===== src/rtl/instr_pkg.sv =====
// Shared definitions for the instruction fetch unit: control-field
// encodings, FSM state type and instruction-word field offsets.
package instr_pkg;

  // Control field encodings (top two bits of every instruction word)
  localparam logic [1:0] CTRL_ALU  = 2'b00;
  localparam logic [1:0] CTRL_JMP  = 2'b01;
  localparam logic [1:0] CTRL_HALT = 2'b10;
  localparam logic [1:0] CTRL_NOP  = 2'b11;

  typedef enum logic [2:0] {
    IDLE,
    FETCH,
    DECODE,
    ISSUE,
    HALT
  } state_t;

  // Word layout, MSB to LSB: ctrl[1:0], alu_sel, a, b. Operand b sits at bit 0.
  function automatic int a_lsb(input int data_w);
    return data_w;
  endfunction

  function automatic int sel_lsb(input int data_w);
    return 2 * data_w;
  endfunction

  function automatic int ctrl_lsb(input int sel_w, input int data_w);
    return 2 * data_w + sel_w;
  endfunction

endpackage


===== src/rtl/instr_rom_mem.sv =====
// Program store: DEPTH x IW array, one write port, one registered read port.
// Contents are never cleared, so a program survives reset.
module instr_rom_mem #(
  parameter int DEPTH  = 16,
  parameter int IW     = 21,
  parameter int ADDR_W = 4
) (
  input  logic              clk,
  input  logic              we,
  input  logic [ADDR_W-1:0] waddr,
  input  logic [IW-1:0]     wdata,
  input  logic [ADDR_W-1:0] raddr,
  output logic [IW-1:0]     rdata
);

  logic [IW-1:0] mem [DEPTH];

  // Write port
  always_ff @(posedge clk) begin
    if (we) mem[waddr] <= wdata;
  end

  // Registered read; data for the address presented in FETCH is valid in DECODE
  always_ff @(posedge clk) begin
    rdata <= mem[raddr];
  end

endmodule


===== src/rtl/instr_fetch_unit.sv =====
// Instruction fetch/decode/issue controller feeding a downstream ALU.
// Build option: INSTR_FETCH_LOOP_EN -- when defined, pc wraps from DEPTH-1
// to 0 after an accepted issue and execution continues; otherwise the unit
// halts after accepting the issue at DEPTH-1.
//
// state  | meaning
// IDLE   | waiting for start, program may be loaded
// FETCH  | pc presented to program memory
// DECODE | memory word valid, act on ctrl field
// ISSUE  | ALU instruction on outputs, waiting for out_ready
// HALT   | stopped, program may be loaded, start restarts at pc 0
module instr_fetch_unit
  import instr_pkg::*;
#(
  parameter  int DATA_W = 8,
  parameter  int SEL_W  = 3,
  parameter  int DEPTH  = 16,
  localparam int ADDR_W = $clog2(DEPTH),
  localparam int IW     = 2 + SEL_W + 2 * DATA_W
) (
  input  logic              clk,
  input  logic              rst,
  input  logic              start,
  input  logic              prog_we,
  input  logic [ADDR_W-1:0] prog_addr,
  input  logic [IW-1:0]     prog_data,
  input  logic              out_ready,
  output logic              out_valid,
  output logic [SEL_W-1:0]  alu_sel_out,
  output logic [DATA_W-1:0] a_out,
  output logic [DATA_W-1:0] b_out,
  output logic [ADDR_W-1:0] pc_out,
  output logic              busy,
  output logic              halted
);

  localparam int CTRL_LSB = ctrl_lsb(SEL_W, DATA_W);
  localparam int SEL_LSB  = sel_lsb(DATA_W);
  localparam int A_LSB    = a_lsb(DATA_W);
  localparam logic [ADDR_W-1:0] LAST_PC = ADDR_W'(DEPTH - 1);

  state_t              state, state_nxt;
  logic [ADDR_W-1:0]   pc, pc_nxt, pc_inc;
  logic                valid_nxt;
  logic [SEL_W-1:0]    sel_nxt;
  logic [DATA_W-1:0]   a_nxt, b_nxt;
  logic [IW-1:0]       rd_word;
  logic [1:0]          rd_ctrl;
  logic [SEL_W-1:0]    rd_sel;
  logic [DATA_W-1:0]   rd_a, rd_b;
  logic                mem_we;

  // Loading is only allowed while the unit is not executing
  assign mem_we = prog_we && ((state == IDLE) || (state == HALT));

  instr_rom_mem #(
    .DEPTH (DEPTH),
    .IW    (IW),
    .ADDR_W(ADDR_W)
  ) u_mem (
    .clk  (clk),
    .we   (mem_we),
    .waddr(prog_addr),
    .wdata(prog_data),
    .raddr(pc),
    .rdata(rd_word)
  );

  assign rd_ctrl = rd_word[CTRL_LSB +: 2];
  assign rd_sel  = rd_word[SEL_LSB +: SEL_W];
  assign rd_a    = rd_word[A_LSB +: DATA_W];
  assign rd_b    = rd_word[0 +: DATA_W];

  // Sequential increment also wraps for non-power-of-two DEPTH
  assign pc_inc = (pc == LAST_PC) ? '0 : pc + 1'b1;

  assign pc_out = pc;
  assign busy   = (state == FETCH) || (state == DECODE) || (state == ISSUE);
  assign halted = (state == HALT);

  // State, pc and issue registers; reset aborts everything including a pending issue
  always_ff @(posedge clk) begin
    if (rst) begin
      state       <= IDLE;
      pc          <= '0;
      out_valid   <= 1'b0;
      alu_sel_out <= '0;
      a_out       <= '0;
      b_out       <= '0;
    end else begin
      state       <= state_nxt;
      pc          <= pc_nxt;
      out_valid   <= valid_nxt;
      alu_sel_out <= sel_nxt;
      a_out       <= a_nxt;
      b_out       <= b_nxt;
    end
  end

  // Next-state and next-output decode
  always_comb begin
    state_nxt = state;
    pc_nxt    = pc;
    valid_nxt = out_valid;
    sel_nxt   = alu_sel_out;
    a_nxt     = a_out;
    b_nxt     = b_out;
    case (state)
      IDLE, HALT: begin
        if (start) begin
          pc_nxt    = '0;
          state_nxt = FETCH;
        end
      end
      FETCH: state_nxt = DECODE;
      DECODE: begin
        case (rd_ctrl)
          CTRL_ALU: begin
            sel_nxt   = rd_sel;
            a_nxt     = rd_a;
            b_nxt     = rd_b;
            valid_nxt = 1'b1;
            state_nxt = ISSUE;
          end
          CTRL_JMP: begin
            // Targets beyond the program are truncated to the pc width
            pc_nxt    = rd_b[ADDR_W-1:0];
            state_nxt = FETCH;
          end
          CTRL_HALT: state_nxt = HALT;
          default: begin
            pc_nxt    = pc_inc;
            state_nxt = FETCH;
          end
        endcase
      end
      ISSUE: begin
        if (out_valid && out_ready) begin
          valid_nxt = 1'b0;
          if (pc == LAST_PC) begin
`ifdef INSTR_FETCH_LOOP_EN
            pc_nxt    = '0;
            state_nxt = FETCH;
`else
            state_nxt = HALT;
`endif
          end else begin
            pc_nxt    = pc_inc;
            state_nxt = FETCH;
          end
        end
      end
      default: state_nxt = IDLE;
    endcase
  end

endmodule


===== config.mk =====
export PLATFORM = sky130hd
export DESIGN_NAME = instr_fetch_unit
export DESIGN_NICKNAME = d
export VERILOG_FILES = /design/src/rtl/instr_pkg.sv /design/src/rtl/instr_rom_mem.sv /design/src/rtl/instr_fetch_unit.sv
export SDC_FILE = /design/constraint.sdc
export NUM_CORES = 1
export LEC_CHECK = 0
export ABC_AREA = 0
export CORE_ASPECT_RATIO = 2
export CORE_UTILIZATION = 60
export DETAILED_ROUTE_END_ITERATION = 8
export GPL_TIMING_DRIVEN = 0
export PLACE_DENSITY = 0.81
export SYNTH_ARGS = -nofsm -noshare
export SYNTH_HDL_FRONTEND = slang
export SYNTH_SLANG_ARGS = --single-unit

===== constraint.sdc =====
create_clock -name clk -period 3.7 [get_ports clk]
set_input_delay 0.74 -clock clk [delete_from_list [all_inputs] [get_ports clk]]
set_output_delay 0.74 -clock clk [all_outputs]
set_load 0.02 [all_outputs]

==> summary.md, run 1 <==
| Metric | Value |
|---|---|
| Worst Hold Slack | `439 ps` |
| Most frequent cells in the layout | `edfxtp_1 (336), mux4_2 (79), clkdlybuf4s50_1 (55), dfxtp_1 (48), nand2_1 (47)` |
| Mapped Cells | `726` |
| DP Wirelength | `21.3 mm` |
| Synth Net Count | `757` |
| Number of flops mapped to enable cells by yosys | `336` |
| Worst skew pair latency | `580 ps` |
| CTS root buffer | `clkbuf_16` |
| R2R Path End | `u_mem.mem[2][7]$_DFFE_PP_` |
| Arrival time worst endpoint | `2290 ps` |
| RSZ-0062 raised after global routing | `no` |
| Reg2Reg Launch Point | `state[0]$_SDFFE_PP0P_` |
| Hold_buf cts | `0` |
| Number of CTS-inserted buffers | `30` |
| FILL cells | `1345` |
| Detailed Route WL | `33.9 mm` |
| Critical path type | `flop to output pin` |
| Ports | `56` |
| R2R setup slack | `890 ps` |
| Inst Count DP | `1085` |
| Max_cap viols | `0` |
| Final core occ | `0.709` |
| WHS Endpoint | `alu_sel_out[1]$_SDFFE_PP0P_` |
| TritonRoute pass-1 iters | `7` |
| Seq/Total Area, Yosys | `0.764` |
| Top_reg_cell synth | `edfxtp_1` |
| Die Width | `112 um` |
| Die area | `0.0248 sq mm` |
| Worst-path clk slew | `70 ps` |
| CP Capture Type | `output pin` |
| Fin cells | `1141` |
| Data required, critical path | `2960 ps` |
| Synthesis-stage register bit count | `384` |
| CTS tree | `done` |
| Initial core utilization | `0.610` |
| Min-delay src | `u_mem.rdata[17]$_DFF_P_` |
| Mapped Area | `0.0145 sq mm` |
| Hold Path Class | `flop to flop` |
| Failing checks | `design-rule violations` |
| Vias in the first global route | `8317` |
| Status | `finished, violations left` |
| GR Util All Layers | `0.285` |
| Hold Vio Cnt, Final | `0` |
| First-pass GRT wire length | `50.4 mm` |
| Relative slew slack | `0.360` |
| PortBufs | `55` |
| Max Freq | `330 MHz` |
| Yosys Warn Count | `0` |
| Final Skew | `14.3 ps` |
| Asr flop ratio synth | `0` |
| Setup Fix Bufs, Post-CTS | `0` |
| Hold depth | `2` |
| Clock Path Buffers | `3` |
| Residual DRC | `9` |
| Avg Inst Size Synth | `19.9 sq um` |
| FF-to-FF path depth | `6` |
| # rows | `80` |
| Least-Margin Pin Slew | `958 ps` |
| Period utilization | `0.818` |
| Via count | `7761` |
| Final setup viols | `0` |
| Share of layout cells above drive strength 1 | `0.211` |
| Initial antenna violation count | `0` |
| Post-route antenna net violation count | `0` |
| Core ar. | `0.0237 sq mm` |
| Slew Viols, Final | `0` |
| Commonest non-fill, non-tap cell in the layout | `edfxtp_1` |
| Peak supply drop | `0.421 mV` |
| WL/cell | `29.8 um` |
| # clock sinks | `384` |
| PwrDens | `506 mW/mm^2` |
| Largest net degree at the start of global routing | `22` |
| Post-CTS Resized | `0` |
| Count of different cell masters after synthesis | `45` |
| Minimum clock period | `3030 ps` |
| Final nets | `861` |
| Initial drt markers | `989` |
| Startpoint types | `flop` |
| P_leak | `5.32 nW` |
| Area growth syn-to-layout | `16.2%` |
| Antenna cell count | `0` |
| Final GP Congestion | `0.893` |
| CP Max Fanout | `10` |
| Overall Power | `8.51 mW` |
| Grt ovf | `0` |
| Post-DR vias/cell | `6.80` |
| CTS H-tree lvls | `1` |
| Chip height | `222 um` |
==> report_power, final <==
| part | leakage [nW] | switching [mW] | internal (mW) |
|---|---|---|---|
| Clock | 0.499 | 1.49 | 1.95 |
| Sequential | 3.43 | 0.0204 | 4.76 |
| Combinational | 1.39 | 0.176 | 0.112 |
==> layer usage <==
layer / vias up / global-route usage / wire length [um]
met1: 3914 / 0.316 / 10900
met3: 169 / 0.0465 / 2580
met4: 0 / 0.222 / 2710
met5: - / 0 / 0
met2: 528 / 0.487 / 17700
li1: 3150 / - / -
==> cell type report <==
class / count / area, sq um / area share
Buffer: 38 / 241 / 0.0144
Clock buffer: 33 / 783 / 0.0466
Clock inverter: 23 / 280 / 0.0167
Inverter: 5 / 18.8 / 0.00112
Multi-Input combinational cell: 299 / 3220 / 0.192
Sequential cell: 384 / 11100 / 0.657
Tap cell: 287 / 359 / 0.0214
Timing Repair Buffer: 72 / 856 / 0.0509
==> cells by family after synthesis <==
family / share of synthesized area
AND/OR/NAND/NOR: 0.0386
adder cells (fa/ha/maj): 0.000865
buffers and inverters: 0.0180
AO/OA/AOI/OAI: 0.0336
flip-flops: 0.764
multiplexers: 0.145
==> registers in the layout, summed over array words and instances (netlist names) <==
signal	flops
a_out	8
pc_out	4
alu_sel_out	3
u_mem.rdata	21
state	3
out_valid	1
u_mem.mem	336
b_out	8
==> synth_stat cells, drive strengths merged, types with 6 or more instances <==
cell type	number	area (sq um)
edfxtp	336	10100
o22ai	8	50.1
clkbuf	18	67.6
nor2b	18	113
nor2	24	90.1
a211oi	17	128
nand2	47	176
nand2b	6	37.5
mux4	84	1910
mux2i	18	180
buf	20	174
dfxtp	48	961
a21oi	39	195
==> stage by stage <==
step                      setup TNS, ps  setup WS [ps]  area [sq um]
final                                 0            673         16800
after global routing                  0            538         16800
after CTS                             0            662         16800
after detailed placement              0            570         15800
after global placement          -107980          -1220         15400
after floorplan                       0            631         14500
==> worst max-delay path by stage <==
| stage | end | from | cells after the start | slack [ps] |
|---|---|---|---|---|
| after detailed placement | u_mem.mem[2][7]$_DFFE_PP_ | prog_addr[0] | 5 | 570 |
| after global placement | u_mem.mem[0][10]$_DFFE_PP_ | prog_we | 4 | -1220 |
| final | halted | state[0]$_SDFFE_PP0P_ | 4 | 670 |
| after floorplan | u_mem.mem[0][0]$_DFFE_PP_ | prog_addr[1] | 2 | 630 |
| after global routing | halted | state[0]$_SDFFE_PP0P_ | 4 | 540 |
| after CTS | halted | state[0]$_SDFFE_PP0P_ | 4 | 660 |
==> critical path, stage by stage (launching register included) <==
cell and delay [ps]:
dfxtp_1 330, buf_2 180, nor2_1 370, and2_1 220, clkdlybuf4s50_1 610
Power figures use the tool's default switching activity.
==> run 2, diff against run 1 <==
==> constraint.sdc (replaced) <==
create_clock -name clk -period 2.9 [get_ports clk]
set_input_delay 0.58 -clock clk [delete_from_list [all_inputs] [get_ports clk]]
set_output_delay 0.58 -clock clk [all_outputs]
set_load 0.02 [all_outputs]
==> run 2 against run 1 <==
Global-route usage is 0.099 points higher. Critical path depth stayed put. Cell area is 0.27% lower. Non-clock buffer count is 2 lower. Critical path type unchanged. The run still ends with design-rule violations left. Clock power is 22% higher. First-iteration DRC count is 3.9% lower.
==> summary.md, run 2 (synthesized netlist as in run 1, its figures left out) <==
| Metric | Value |
|---|---|
| Least-Margin Pin Slew | `970 ps (+12.2 ps)` |
| Period utilization | `0.948` |
| Max_cap viols | `0 (unchanged)` |
| Hold Vio Cnt, Final | `0 (unchanged)` |
| Detailed Route WL | `34.3 mm (+1.2%)` |
| Number of CTS-inserted buffers | `30 (unchanged)` |
| Residual DRC | `7 (-2)` |
| Slowest stage cell, crit path | `clkdlybuf4s50_1` |
| Vias in the first global route | `8058 (-3.1%)` |
| Max stage delay on crit path | `610 ps (about the same)` |
| Largest regs | `u_mem.mem: 336 flops, u_mem.rdata: 21 flops` |
| Core ar. | `0.0237 sq mm (unchanged)` |
| Post-route antenna net violation count | `0 (unchanged)` |
| FILL cells | `1337 (-0.59%)` |
| Initial core utilization | `0.610 (unchanged)` |
| TritonRoute pass-1 iters | `9 (+2)` |
| # clock sinks | `384 (unchanged)` |
| WP buf/inv | `2 (unchanged)` |
| Area growth syn-to-layout | `15.9%` |
| Arrival time worst endpoint | `2170 ps (-120 ps)` |
| Hold_buf cts | `0 (unchanged)` |
| Post-DR vias/cell | `6.74 (-0.91%)` |
| Die area | `0.0248 sq mm (unchanged)` |
| Critical path type | `flop to output pin` |
| Cell Area, Placed | `0.0158 sq mm (+0.11%)` |
| Commonest non-fill, non-tap cell in the layout | `edfxtp_1` |
| Max Freq | `364 MHz` |
| Chip height | `222 um (unchanged)` |
| Grt ovf | `0 (unchanged)` |
| Via count | `7670 (-1.2%)` |
| Final nets | `859 (-0.23%)` |
| WL/cell | `30.2 um (+1.4%)` |
| Worst-path clk slew | `70 ps (about the same)` |
| Minimum clock period | `2750 ps` |
| Startpoint types | `flop` |
| Design Area, Final | `0.0168 sq mm (-0.27%)` |
| Crit path cell chain | `buf_2 > nor2_2 > and2_1 > clkdlybuf4s50_1` |
| CP Max Fanout | `10 (unchanged)` |
| Die Width | `112 um (unchanged)` |
| GR Util All Layers | `0.286 (+0.000995)` |
| Status | `finished, violations left` |
| Relative slew slack | `0.353 (-0.00742)` |
| CTS root buffer | `clkbuf_16` |
| Antenna cell count | `0 (unchanged)` |
| Largest net degree at the start of global routing | `22 (unchanged)` |
| RSZ-0062 raised after global routing | `no` |
| Slew Viols, Final | `0 (unchanged)` |
| Clock Path Buffers | `3 (unchanged)` |
| Final setup viols | `0 (unchanged)` |
| Most frequent cells in the layout | `edfxtp_1 (336), mux4_2 (79), clkdlybuf4s50_1 (55), dfxtp_1 (48), nand2_1 (47)` |
| PwrDens | `637 mW/mm^2 (+26%)` |
| Final GP Congestion | `0.875 (-2.0%)` |
| Hold Path Class | `flop to flop` |
| Failing checks | `design-rule violations` |
| CTS H-tree lvls | `1 (unchanged)` |
| Final Skew | `15.8 ps (+1.43 ps)` |
| Number of flip-flops in the largest register | `336 (unchanged)` |
| Crit-path leading delay family | `buffers and inverters` |
| Data required, critical path | `2320 ps (-640 ps)` |
| Setup Fix Bufs, Post-CTS | `0 (unchanged)` |
| Initial antenna violation count | `0 (unchanged)` |
| CP Capture Type | `output pin` |
| P_leak | `5.30 nW (-0.24%)` |
| Peak supply drop | `0.507 mV (+20%)` |
| Ports | `56 (unchanged)` |
| PortBufs | `55 (unchanged)` |
| Worst skew pair latency | `580 ps (about the same)` |
| Largest Register | `u_mem.mem` |
| First-pass GRT wire length | `50.2 mm (-0.34%)` |
| DP Wirelength | `21.4 mm (+0.46%)` |
| # rows | `80 (unchanged)` |
| CTS tree | `done` |
| Setup WS post-layout | `150 ps (-523 ps)` |
| Place WS | `20.7 ps (-549 ps)` |
| Initial drt markers | `950 (-3.9%)` |
| Post-CTS Resized | `0 (unchanged)` |
| Share of layout cells above drive strength 1 | `0.209 (-0.00161)` |
## run 2: cell types whose count changed in the layout (fill, tap and decap cells not counted), sizes merged
cell / before / now
clkbuf: 51 / 52
clkinv: 11 / 13
clkinvlp: 6 / 3
bufinv: 6 / 4
inv: 5 / 6
buf: 37 / 35
## run 2: layout make-up
type | count | area [sq um] | share of cell area
clock buffer | 34 | 787 | 0.0469
clock inverter | 21 | 211 | 0.0126
timing repair buffer | 70 | 862 | 0.0514
buffer | 38 | 241 | 0.0144
sequential | 384 | 11100 | 0.659
multi-input combinational | 299 | 3240 | 0.193
tap | 287 | 359 | 0.0214
inverter | 5 | 18.8 | 0.00112
## run 2: path summary, 6_finish.rpt
| check | start | endpoint | slack [ps] | depth (start not counted) |
|---|---|---|---|---|
| min | u_mem.rdata[17]$_DFF_P_ | alu_sel_out[1]$_SDFFE_PP0P_ | 440 | 2 |
| max reg2reg | state[0]$_SDFFE_PP0P_ | u_mem.mem[12][8]$_DFFE_PP_ | 320 | 6 |
| min reg2reg | u_mem.rdata[17]$_DFF_P_ | alu_sel_out[1]$_SDFFE_PP0P_ | 440 | 2 |
| max | state[0]$_SDFFE_PP0P_ | halted | 150 | 4 |
## run 2: layer usage
layer	up-vias	GRT usage	wire length (um)
met3	124	0.0440	2720
met4	0	0.165	1880
met5	-	0	0
met2	521	0.511	18700
li1	3151	-	-
met1	3874	0.324	11100
## run 2: through the flow
stage	TNS, ps	util	instances	hold slack (ps)	power (mW)
final	0	0.707	1138	436	10.7
after global routing	0	0.707	1138	453	10.9
after CTS	0	0.707	1138	437	10.7
after detailed placement	0	0.665	1083	432	6.58
after global placement	-292270	0.649	1068	423	6.53
after floorplan	0	-	726	417	6.37
## run 2: worst min-delay path, delay by kind of cell, from the launching register on
| family | cells | cell delay [ps] |
|---|---|---|
| AO/OA/AOI/OAI | 1 | 50 |
| AND/OR/NAND/NOR | 1 | 50 |
| flip-flops | 1 | 300 |
## run 2: power by group
group | switching (mW) | internal [mW]
registers | 0.0267 | 6.07
clock network | 1.90 | 2.31
logic | 0.227 | 0.143
total | 2.15 | 8.53
==> run 3, diff against run 2 <==
--- a/config.mk
+++ b/config.mk
@@ -7,10 +7,10 @@
 export LEC_CHECK = 0
 export ABC_AREA = 0
 export CORE_ASPECT_RATIO = 2
-export CORE_UTILIZATION = 60
+export CORE_UTILIZATION = 42
 export DETAILED_ROUTE_END_ITERATION = 8
 export GPL_TIMING_DRIVEN = 0
-export PLACE_DENSITY = 0.81
+export PLACE_DENSITY = 0.61
 export SYNTH_ARGS = -nofsm -noshare
 export SYNTH_HDL_FRONTEND = slang
 export SYNTH_SLANG_ARGS = --single-unit
==> run 3 against run 2 <==
The flow now finishes without violations. Hold slack better by 6.2 ps. Final cell count is 13% higher. Largest cell class unchanged. First-iteration DRC count is 55% lower. Routed wire length is 6.3% lower. Highest routed layer unchanged. Count of clock-buffer cells in the layout is 7 higher. Via count is 7.8% lower. Cell area is 0.42% higher. Global-route usage is 9.7 points lower. Die area is 42% higher.
==> summary.md, run 3 (synthesized netlist as in run 1, its figures left out) <==
| Metric | Value |
|---|---|
| WL/cell | `25.1 um (-17%)` |
| Place WS | `-40.4 ps (-61.1 ps)` |
| Number of CTS-inserted buffers | `31 (+3.3%)` |
| Hold Path Class | `flop to flop` |
| Die Width | `133 um (+19%)` |
| Reg2Reg Launch Point | `state[0]$_SDFFE_PP0P_` |
| RSZ-0062 raised after global routing | `no` |
| Largest Register | `u_mem.mem` |
| R2R setup slack | `280 ps (-40 ps)` |
| Commonest non-fill, non-tap cell in the layout | `edfxtp_1` |
| # rows | `95 (+19%)` |
| Final GP Congestion | `0.827 (-5.4%)` |
| Slew Viols, Final | `0 (unchanged)` |
| Post-DR vias/cell | `5.51 (-18%)` |
| TritonRoute pass-1 iters | `4 (-5)` |
| Minimum clock period | `2740 ps (-5.95 ps)` |
| Post-CTS Resized | `0 (unchanged)` |
| DP Wirelength | `20.8 mm (-3.0%)` |
| First-pass GRT wire length | `47.8 mm (-4.8%)` |
| Clock Path Buffers | `3 (unchanged)` |
| Number of flip-flops in the largest register | `336 (unchanged)` |
| Largest net degree at the start of global routing | `22 (unchanged)` |
| P_leak | `5.24 nW (-1.2%)` |
| Cell Area, Placed | `0.0158 sq mm (+0.26%)` |
| Design Area, Final | `0.0168 sq mm (+0.42%)` |
| Period utilization | `0.946 (-0.00205)` |
| Setup Fix Bufs, Post-CTS | `0 (unchanged)` |
| Critical path type | `flop to output pin` |
| GR Util All Layers | `0.189 (-0.0970)` |
| Most frequent cells in the layout | `edfxtp_1 (336), mux4_2 (79), clkdlybuf4s50_1 (55), dfxtp_1 (48), nand2_1 (47)` |
| Worst-path clk slew | `70 ps (about the same)` |
| Worst skew pair latency | `570 ps (about the same)` |
| Final Skew | `8.48 ps (-7.29 ps)` |
| Data required, critical path | `2320 ps (about the same)` |
| WHS Endpoint | `a_out[7]$_SDFFE_PP0P_` |
| Hold Vio Cnt, Final | `0 (unchanged)` |
| FF-to-FF path depth | `6 (unchanged)` |
| Final nets | `854 (-0.58%)` |
| Largest regs | `u_mem.mem: 336 flops, u_mem.rdata: 21 flops` |
| Arrival time worst endpoint | `2160 ps (about the same)` |
| Initial core utilization | `0.429 (-0.181)` |
| CP Max Fanout | `10 (unchanged)` |
| CP Capture Type | `output pin` |
| Core ar. | `0.0338 sq mm (+42%)` |
| Antenna cell count | `0 (unchanged)` |
| Status | `finished clean` |
| Chip height | `265 um (+19%)` |
| R2R Path End | `u_mem.mem[3][0]$_DFFE_PP_` |
| PwrDens | `638 mW/mm^2 (+0.17%)` |
| Hold depth | `2 (unchanged)` |
| Final setup viols | `0 (unchanged)` |
| Max_cap viols | `0 (unchanged)` |
| Die area | `0.0352 sq mm (+42%)` |
| Grt ovf | `0 (unchanged)` |
| CTS tree | `done` |
| Initial drt markers | `432 (-55%)` |
| Max Freq | `364 MHz (+0.22%)` |
| Share of layout cells above drive strength 1 | `0.204 (-0.00492)` |
| Via count | `7073 (-7.8%)` |
| Post-route antenna net violation count | `0 (unchanged)` |
| Startpoint types | `flop` |
| Area growth syn-to-layout | `16.4%` |
| Vias in the first global route | `7551 (-6.3%)` |
| # clock sinks | `384 (unchanged)` |
| PortBufs | `55 (unchanged)` |
| Initial antenna violation count | `0 (unchanged)` |
| Residual DRC | `0 (-7)` |
| Min-delay src | `u_mem.rdata[15]$_DFF_P_` |
| Ports | `56 (unchanged)` |
| Detailed Route WL | `32.2 mm (-6.3%)` |
| Worst Hold Slack | `442 ps (+6.17 ps)` |
| Peak supply drop | `0.508 mV (+0.11%)` |
| CTS root buffer | `clkbuf_16` |
| Setup WS post-layout | `156 ps (+5.95 ps)` |
| Least-Margin Pin Slew | `985 ps (+15.0 ps)` |
| Relative slew slack | `0.342 (-0.0115)` |
| Hold_buf cts | `0 (unchanged)` |
| CTS H-tree lvls | `1 (unchanged)` |
-- run 3: changes by cell type in the layout (fill, tap and decap cells not counted), moves of 2 or more --
cell,previous run,this run
clkinv_1,5,1
clkbuf_1,21,26
nor2_2,9,1
buf_8,1,3
buf_12,2,4
clkbuf_8,0,2
buf_16,9,0
nor2_4,4,12
-- run 3: final cells by class --
type                    instances  area (sq um)
fillers                      2811         16900
well taps                     436           546
multi-input cells             299          3280
plain buffers                  38           241
clock inverters                16           194
inverters                       5          18.8
repair buffers                 64           677
clock buffers                  41           833
flip-flops and latches        384         11100
-- run 3: metrics by stage --
| stage | setup TNS [ps] | std cells | util | total power [mW] |
|---|---|---|---|---|
| 2_1_floorplan | 0 | 726 | - | 6.37 |
| 3_5_place_dp | -705 | 1226 | 0.468 | 6.58 |
| 5_1_grt | 0 | 1283 | 0.499 | 11.1 |
| 3_3_place_gp | -390530 | 1217 | 0.461 | 6.55 |
| 6_report | 0 | 1283 | 0.499 | 10.7 |
| 4_1_cts | 0 | 1283 | 0.499 | 10.8 |
-- run 3: critical path, cell delays in order, from the launching register on --
cell and delay (ps):
dfxtp_1 330, buf_2 180, nor2_2 260, and2_1 200, clkdlybuf4s50_1 610
-- run 3: per-layer routing --
metal | up-vias | global-route usage | share of wire
li1 | 3136 | - | -
met1 | 3683 | 0.211 | 0.36
met2 | 199 | 0.361 | 0.57
met3 | 55 | 0.0251 | 0.045
met4 | 0 | 0.0691 | 0.031
met5 | - | 0 | 0
-- run 3: worst max-delay path by stage --
stage / start / endpoint / slack (ps) / cells past startpoint
after floorplan: state[0]$_SDFFE_PP0P_ / u_mem.mem[2][0]$_DFFE_PP_ / 50 / 4
after global placement: prog_addr[1] / u_mem.mem[1][10]$_DFFE_PP_ / -2060 / 3
after detailed placement: prog_we / u_mem.mem[1][4]$_DFFE_PP_ / -40 / 5
after CTS: state[0]$_SDFFE_PP0P_ / halted / 20 / 4
after global routing: state[0]$_SDFFE_PP0P_ / halted / 70 / 4
final: state[0]$_SDFFE_PP0P_ / halted / 160 / 4
-- run 3: power by group --
| part | total, mW | switching (mW) | internal [mW] |
|---|---|---|---|
| Combinational | 0.357 | 0.220 | 0.136 |
| Clock | 4.29 | 1.90 | 2.38 |
| Sequential | 6.10 | 0.0233 | 6.07 |
| Total | 10.7 | 2.15 | 8.59 |
